--- src/rtl/tick_scheduler.sv ---
// -----------------------------------------------------------------------------
// tick_scheduler
//
// Purpose:
//   Fully synchronous rate generator and round-robin channel scheduler. A single
//   free-running counter produces a one-cycle enable pulse (Tick) every
//   2^(Sel+1) clock cycles. No derived clocks are used. A small IDLE/RUN/PAUSE
//   FSM sequences the counter. Each Tick advances a round-robin channel index
//   (Canal) over NUM_CH consumers.
//
// Ports:
//   Clock    in   1        system clock, all state on rising edge
//   Resetn   in   1        asynchronous active-low reset
//   Start    in   1        start from IDLE / resume from PAUSE
//   Stop     in   1        pause from RUN / clear from PAUSE (wins over Start)
//   Sel      in   SEL_W    rate select, period 2^(Sel+1), clamped to CNT_W-1
//   Tick     out  1        registered one-cycle enable pulse
//   Canal    out  CH_W     currently served channel index
//   ChEn     out  NUM_CH   one-hot of Canal in RUN/PAUSE, zero in IDLE
//   Running  out  1        high while in RUN
//   ClockDiv out  1        50% duty data signal (optional feature, else 0)
//
// Optional feature macro:
//   TICK_SCHED_DUTY50_EN - when defined, ClockDiv toggles on every Tick, which
//   gives a square wave of period 2^(sel_q+2). It holds in PAUSE and clears on
//   entry to IDLE. ClockDiv is a data signal only and never a clock. When the
//   macro is undefined, ClockDiv is tied to 0 and no toggle register exists.
// -----------------------------------------------------------------------------
module tick_scheduler #(
    parameter  int CNT_W  = 20,
    parameter  int NUM_CH = 4,
    parameter  int SEL_W  = 5,
    localparam int CH_W   = (NUM_CH > 1) ? $clog2(NUM_CH) : 1
) (
    input  logic              Clock,
    input  logic              Resetn,
    input  logic              Start,
    input  logic              Stop,
    input  logic [SEL_W-1:0]  Sel,
    output logic              Tick,
    output logic [CH_W-1:0]   Canal,
    output logic [NUM_CH-1:0] ChEn,
    output logic              Running,
    output logic              ClockDiv
);

    // FSM state encoding
    localparam logic [1:0] S_IDLE  = 2'd0;
    localparam logic [1:0] S_RUN   = 2'd1;
    localparam logic [1:0] S_PAUSE = 2'd2;

    // Largest usable rate select: a period of 2^CNT_W fills the counter exactly
    localparam logic [SEL_W-1:0] SEL_MAX  = SEL_W'(CNT_W - 1);
    localparam logic [CNT_W-1:0] CNT_ONES = '1;
    localparam logic [CH_W-1:0]  CH_LAST  = CH_W'(NUM_CH - 1);

    logic [1:0]        r_state;
    logic [CNT_W-1:0]  r_cnt;
    logic [SEL_W-1:0]  r_sel_q;
    logic              r_tick;
    logic [CH_W-1:0]   r_canal;

    logic [SEL_W-1:0]  w_sel_eff;
    logic [CNT_W-1:0]  w_term_val;
    logic              w_at_term;
    logic              w_tick_fire;
    logic [CH_W-1:0]   w_canal_nxt;
    logic [NUM_CH-1:0] w_chen;

    // Out-of-range selects saturate rather than wrap
    assign w_sel_eff = (Sel > SEL_MAX) ? SEL_MAX : Sel;

    // Terminal value 2^(sel_q+1)-1 is a run of ones; shifting an all-ones word
    // right keeps it inside CNT_W bits even at the top setting.
    assign w_term_val = CNT_ONES >> (SEL_MAX - r_sel_q);
    assign w_at_term  = (r_cnt == w_term_val);

    // Stop has priority: a terminal edge that coincides with Stop does not fire
    assign w_tick_fire = (r_state == S_RUN) && !Stop && w_at_term;

    // Explicit wrap so non-power-of-two channel counts work
    assign w_canal_nxt = (r_canal == CH_LAST) ? '0 : (r_canal + CH_W'(1));

    always_ff @(posedge Clock or negedge Resetn) begin
        if (!Resetn) begin
            r_state <= S_IDLE;
            r_cnt   <= '0;
            r_sel_q <= '0;
            r_tick  <= 1'b0;
            r_canal <= '0;
        end else begin
            r_tick <= 1'b0;
            case (r_state)
                S_IDLE: begin
                    if (Start && !Stop) begin
                        r_cnt   <= '0;
                        r_sel_q <= w_sel_eff;
                        r_canal <= '0;
                        r_state <= S_RUN;
                    end
                end
                S_RUN: begin
                    if (Stop) begin
                        // cnt and Canal hold so the period resumes intact
                        r_state <= S_PAUSE;
                    end else if (w_at_term) begin
                        r_cnt   <= '0;
                        r_tick  <= 1'b1;
                        // Rate changes only land on a period boundary
                        r_sel_q <= w_sel_eff;
                        r_canal <= w_canal_nxt;
                    end else begin
                        r_cnt <= r_cnt + CNT_W'(1);
                    end
                end
                S_PAUSE: begin
                    if (Stop) begin
                        r_state <= S_IDLE;
                        r_cnt   <= '0;
                        r_canal <= '0;
                    end else if (Start) begin
                        // Resume edge only changes state; counting restarts next edge
                        r_state <= S_RUN;
                    end
                end
                default: begin
                    r_state <= S_IDLE;
                    r_cnt   <= '0;
                    r_canal <= '0;
                end
            endcase
        end
    end

    always_comb begin
        w_chen = '0;
        if (r_state != S_IDLE) begin
            w_chen[r_canal] = 1'b1;
        end
    end

`ifdef TICK_SCHED_DUTY50_EN
    logic r_clk_div;

    always_ff @(posedge Clock or negedge Resetn) begin
        if (!Resetn) begin
            r_clk_div <= 1'b0;
        end else if (w_tick_fire) begin
            r_clk_div <= ~r_clk_div;
        end else if ((r_state == S_PAUSE) && Stop) begin
            // Leaving PAUSE for IDLE
            r_clk_div <= 1'b0;
        end
    end

    assign ClockDiv = r_clk_div;
`else
    assign ClockDiv = 1'b0;
`endif

    assign Tick    = r_tick;
    assign Canal   = r_canal;
    assign ChEn    = w_chen;
    assign Running = (r_state == S_RUN);

endmodule
--- config.mk ---
export PLATFORM = sky130hd
export DESIGN_NAME = tick_scheduler
export DESIGN_NICKNAME = d
export VERILOG_FILES = /design/src/rtl/tick_scheduler.sv
export SDC_FILE = /design/constraint.sdc
export NUM_CORES = 1
export LEC_CHECK = 0
export CAP_MARGIN = 20
export CORE_MARGIN = 2
export CORE_UTILIZATION = 45
export CTS_BUF_LIST = sky130_fd_sc_hd__clkbuf_8
export CTS_CLUSTER_SIZE = 40
export DETAILED_ROUTE_END_ITERATION = 6
export HOLD_SLACK_MARGIN = 0.02
export PLACE_DENSITY = 0.68
export SYNTH_ARGS = -nofsm -noshare
export SYNTH_HDL_FRONTEND = slang
export SYNTH_SLANG_ARGS = --single-unit
--- constraint.sdc ---
create_clock -name Clock -period 5.55 [get_ports Clock]
set_clock_uncertainty 0.05 [all_clocks]
set_input_delay 1.11 -clock Clock [delete_from_list [all_inputs] [get_ports Clock]]
set_output_delay 1.11 -clock Clock [all_outputs]
set_load 0.005 [all_outputs]
==> flow_summary.json <==
{
  "area_of_the_mapped_netlist_sq_um": 2400,
  "synth_largest_area_cell": "sky130_fd_sc_hd__dfrtp_1",
  "cp_max_fo": 18,
  "timing_hold_violations_final": 0,
  "post_layout_instance_count_excluding_filler_cells": 367,
  "maxCapViolCount": 0,
  "synth_most_common_cell": "sky130_fd_sc_hd__dfrtp_1",
  "tritoncts": "built",
  "grt_max_degree": 31,
  "worst_setup_sp_type": "register",
  "r2r_slack_ns": 1.48,
  "critPathArrivalTime_ns": 4.15,
  "drive_above_1_share_pct": 7.07,
  "detailed_route_vias_per_instance": 6.06,
  "run_status": "finished clean",
  "die-area_sq_um": 5940,
  "final_critical_delay_including_setup_and_external_delays_ns": 4.07,
  "worst_pin_slew_ns": 1.01,
  "syn_nets": 306,
  "final_setup_viols": 0,
  "critPathKind": "reg -> reg",
  "detail-route-antenna-nets": 0,
  "final_nets": 313,
  "syn-instance-count": 289,
  "wire_length_of_the_first_global_routing_pass_mm": 10.1,
  "post_drt_wl_per_cell_um": 16.1,
  "fp.dieH_um": 77.1,
  "count_of_unique_library_cells_instantiated_by_yosys": 59,
  "cts_max_level": 2,
  "dp_hpwl_mm": 4.27,
  "grt_setup_unrepaired": "no",
  "area_growth_syn_to_layout_pct": 10.8,
  "timing.fmax_mhz": 246,
  "async_reset_ff_share_pct": 100,
  "synth_top_area_share_pct": 31.2,
  "p_leak_uw": 0.00102,
  "critPathRequiredTime_ns": 5.63,
  "floorplan.rows": 26,
  "root_buffer": "sky130_fd_sc_hd__clkbuf_8",
  "worst_slew_margin_rel_pct": 31.9,
  "cts_inserted_buffers": 5,
  "total_power_uw": 719,
  "fillerInstances": 505,
  "start_util_pct": 46.8,
  "initial_antenna_violation_count": 0,
  "cts-root-to-sink-buffers": 2,
  "regArea_sq_um": 751,
  "cts.repair.resized": 0,
  "timing_max_transition_violations_final": 0,
  "finalCritPeriodShare_pct": 73.4,
  "grt_util_all_layers_pct": 21.3,
  "timing.setup.tns_ns": 0,
  "synth_seq_cells": 30,
  "cts_post_setup_buffers_inserted": 0,
  "synth-edff-count": 0,
  "power_density_nw_per_um2": 270,
  "yosysSeqAreaShare_pct": 31.2,
  "dr.first_iter.drc_count": 286,
  "multi_input_gate_area_in_the_final_layout_sq_um": 1500,
  "cts_num_sinks": 30,
  "ioPinCount": 18,
  "cts.hold.buffers_added": 0,
  "total_inserted_antenna_cells": 0,
  "cpMaxStageDelayCell": "sky130_fd_sc_hd__xnor2_2",
  "drc": 0,
  "ranking_of_synthesized_cells_by_instance_count": "30 x sky130_fd_sc_hd__dfrtp_1, 24 x sky130_fd_sc_hd__nand2_1, 20 x sky130_fd_sc_hd__nor3_1",
  "clk_latency_ns": 0.30,
  "cp_slowest_stage_delay_ns": 0.64,
  "finalHoldWorstSlack_ns": 0.477,
  "clkSlewWorstSetupHoldPaths_ns": 0.07,
  "hold_path_class": "reg -> reg",
  "grt_overflow_total": 0,
  "crit_path_end_kind": "register",
  "cp_cell_sequence": "inv_1 -> ha_1 -> xnor2_2 -> nand2_1 -> o311ai_0 -> o21ai_0 -> or4_1 -> nor3_4 -> nor3_1",
  "post-place-cells": 359,
  "yosys_most_used_dff": "sky130_fd_sc_hd__dfrtp_1",
  "die_w_um": 77.1,
  "yosysWarnings": 0,
  "drt_first_pass_iters": 4,
  "core_area_sq_um": 5140,
  "grt_pass1_vias": 2027,
  "power.ir.vdd_worst_mv": 0.155,
  "detail_route.wirelength_mm": 5.90,
  "synth.top_cells.by_area": "sky130_fd_sc_hd__dfrtp_1 31%, sky130_fd_sc_hd__ha_1 4.2%, sky130_fd_sc_hd__nor3_1 4.2%",
  "dr_total_vias": 2224,
  "place_congestion": 0.912,
  "number_of_port_buffers": 16,
  "mean_post_synth_cell_area_sq_um": 8.32
}
==> per-stage QoR <==
stage	util [%]	setup WS (ns)	instance area [sq um]
2_1_floorplan	-	2.38	2400
3_3_place_gp	50.0	1.70	2570
3_5_place_dp	50.0	1.52	2570
4_1_cts	51.8	1.53	2660
5_1_grt	51.8	1.09	2660
6_report	51.8	1.48	2660
==> critical path, delay by kind of cell, from the launching register on <==
family / cells / cell delay (ns)
AND/OR/NAND/NOR: 4 / 1.47
AO/OA/AOI/OAI: 2 / 0.66
XOR/XNOR: 1 / 0.64
flip-flops: 1 / 0.63
adder cells (fa/ha/maj): 1 / 0.28
buffers and inverters: 1 / 0.15
==> placed cells by master, fill, tap and decap left out, types with 3 or more instances in the layout <==
| cell | instances |
|---|---|
| sky130_fd_sc_hd__a21oi_1 | 6 |
| sky130_fd_sc_hd__a31o_2 | 5 |
| sky130_fd_sc_hd__and2_1 | 5 |
| sky130_fd_sc_hd__and3_1 | 3 |
| sky130_fd_sc_hd__and4_1 | 3 |
| sky130_fd_sc_hd__clkbuf_8 | 6 |
| sky130_fd_sc_hd__clkdlybuf4s50_1 | 16 |
| sky130_fd_sc_hd__dfrtp_1 | 30 |
| sky130_fd_sc_hd__ha_1 | 8 |
| sky130_fd_sc_hd__inv_1 | 15 |
| sky130_fd_sc_hd__nand2_1 | 24 |
| sky130_fd_sc_hd__nand2b_1 | 8 |
| sky130_fd_sc_hd__nand3_1 | 13 |
| sky130_fd_sc_hd__nand3b_1 | 3 |
| sky130_fd_sc_hd__nand4_1 | 7 |
| sky130_fd_sc_hd__nor2_1 | 18 |
| sky130_fd_sc_hd__nor2b_1 | 9 |
| sky130_fd_sc_hd__nor3_1 | 20 |
| sky130_fd_sc_hd__nor4_1 | 5 |
| sky130_fd_sc_hd__o211ai_1 | 5 |
| sky130_fd_sc_hd__o21ai_0 | 13 |
| sky130_fd_sc_hd__o311ai_0 | 5 |
| sky130_fd_sc_hd__o31ai_1 | 7 |
| sky130_fd_sc_hd__or4_1 | 4 |
| sky130_fd_sc_hd__xnor2_1 | 7 |
| sky130_fd_sc_hd__xor2_1 | 9 |
==> state kept, by name, indices dropped and copies added (netlist names) <==
signal and flops:
Canal 2, Tick 1, r_cnt 20, r_sel_q 5, r_state 2
==> power breakdown <==
part | leakage (uW) | internal [uW] | switching [uW]
registers | 0.000406 | 228 | 25.0
logic | 0.000562 | 107 | 168
clock network | 0.0000472 | 99.6 | 90.8
==> cell type report <==
class	instances	share of cell area [%]
timing repair buffer	18	6.58
inverter	15	2.11
clock buffer	6	3.10
sequential	30	28.2
clock inverter	2	0.470
multi-input combinational	226	56.3
tap	70	3.29
==> final timing paths <==
kind / cells past startpoint / to / startpoint
worst max-delay path: 9 / r_cnt[6]$_DFFE_PN0P_ / r_sel_q[2]$_DFFE_PN0P_
worst min-delay path: 1 / r_sel_q[3]$_DFFE_PN0P_ / r_sel_q[3]$_DFFE_PN0P_
worst max register to register: 9 / r_cnt[6]$_DFFE_PN0P_ / r_sel_q[2]$_DFFE_PN0P_
worst min register to register: 1 / r_sel_q[3]$_DFFE_PN0P_ / r_sel_q[3]$_DFFE_PN0P_
max in group asynchronous: 2 / r_cnt[2]$_DFFE_PN0P_ / Resetn
min in group asynchronous: 2 / r_cnt[7]$_DFFE_PN0P_ / Resetn
==> kinds of logic (layout without fill, tap and decap cells) <==
| kind of cell | count (synthesis) | after routing | synth area share, % |
|---|---|---|---|
| fa+ha+maj | 9 | 9 | 4.58 |
| simple gates | 133 | 133 | 31.0 |
| buf+inv | 33 | 41 | 6.45 |
| xor+xnor | 17 | 17 | 6.51 |
| other cells | 1 | 1 | 0.156 |
| compound gates | 66 | 66 | 20.1 |
| flops | 30 | 30 | 31.2 |
==> layer usage <==
metal  global-route usage [%]  share of wire, %  vias up
li1                         -                 -     1074
met1                     31.1                47     1068
met2                     31.3                45       75
met3                     4.59               6.4        7
met4                     6.96               1.5        0
met5                        0                 0        -
No activity file was read; power rests on OpenSTA's default activity.
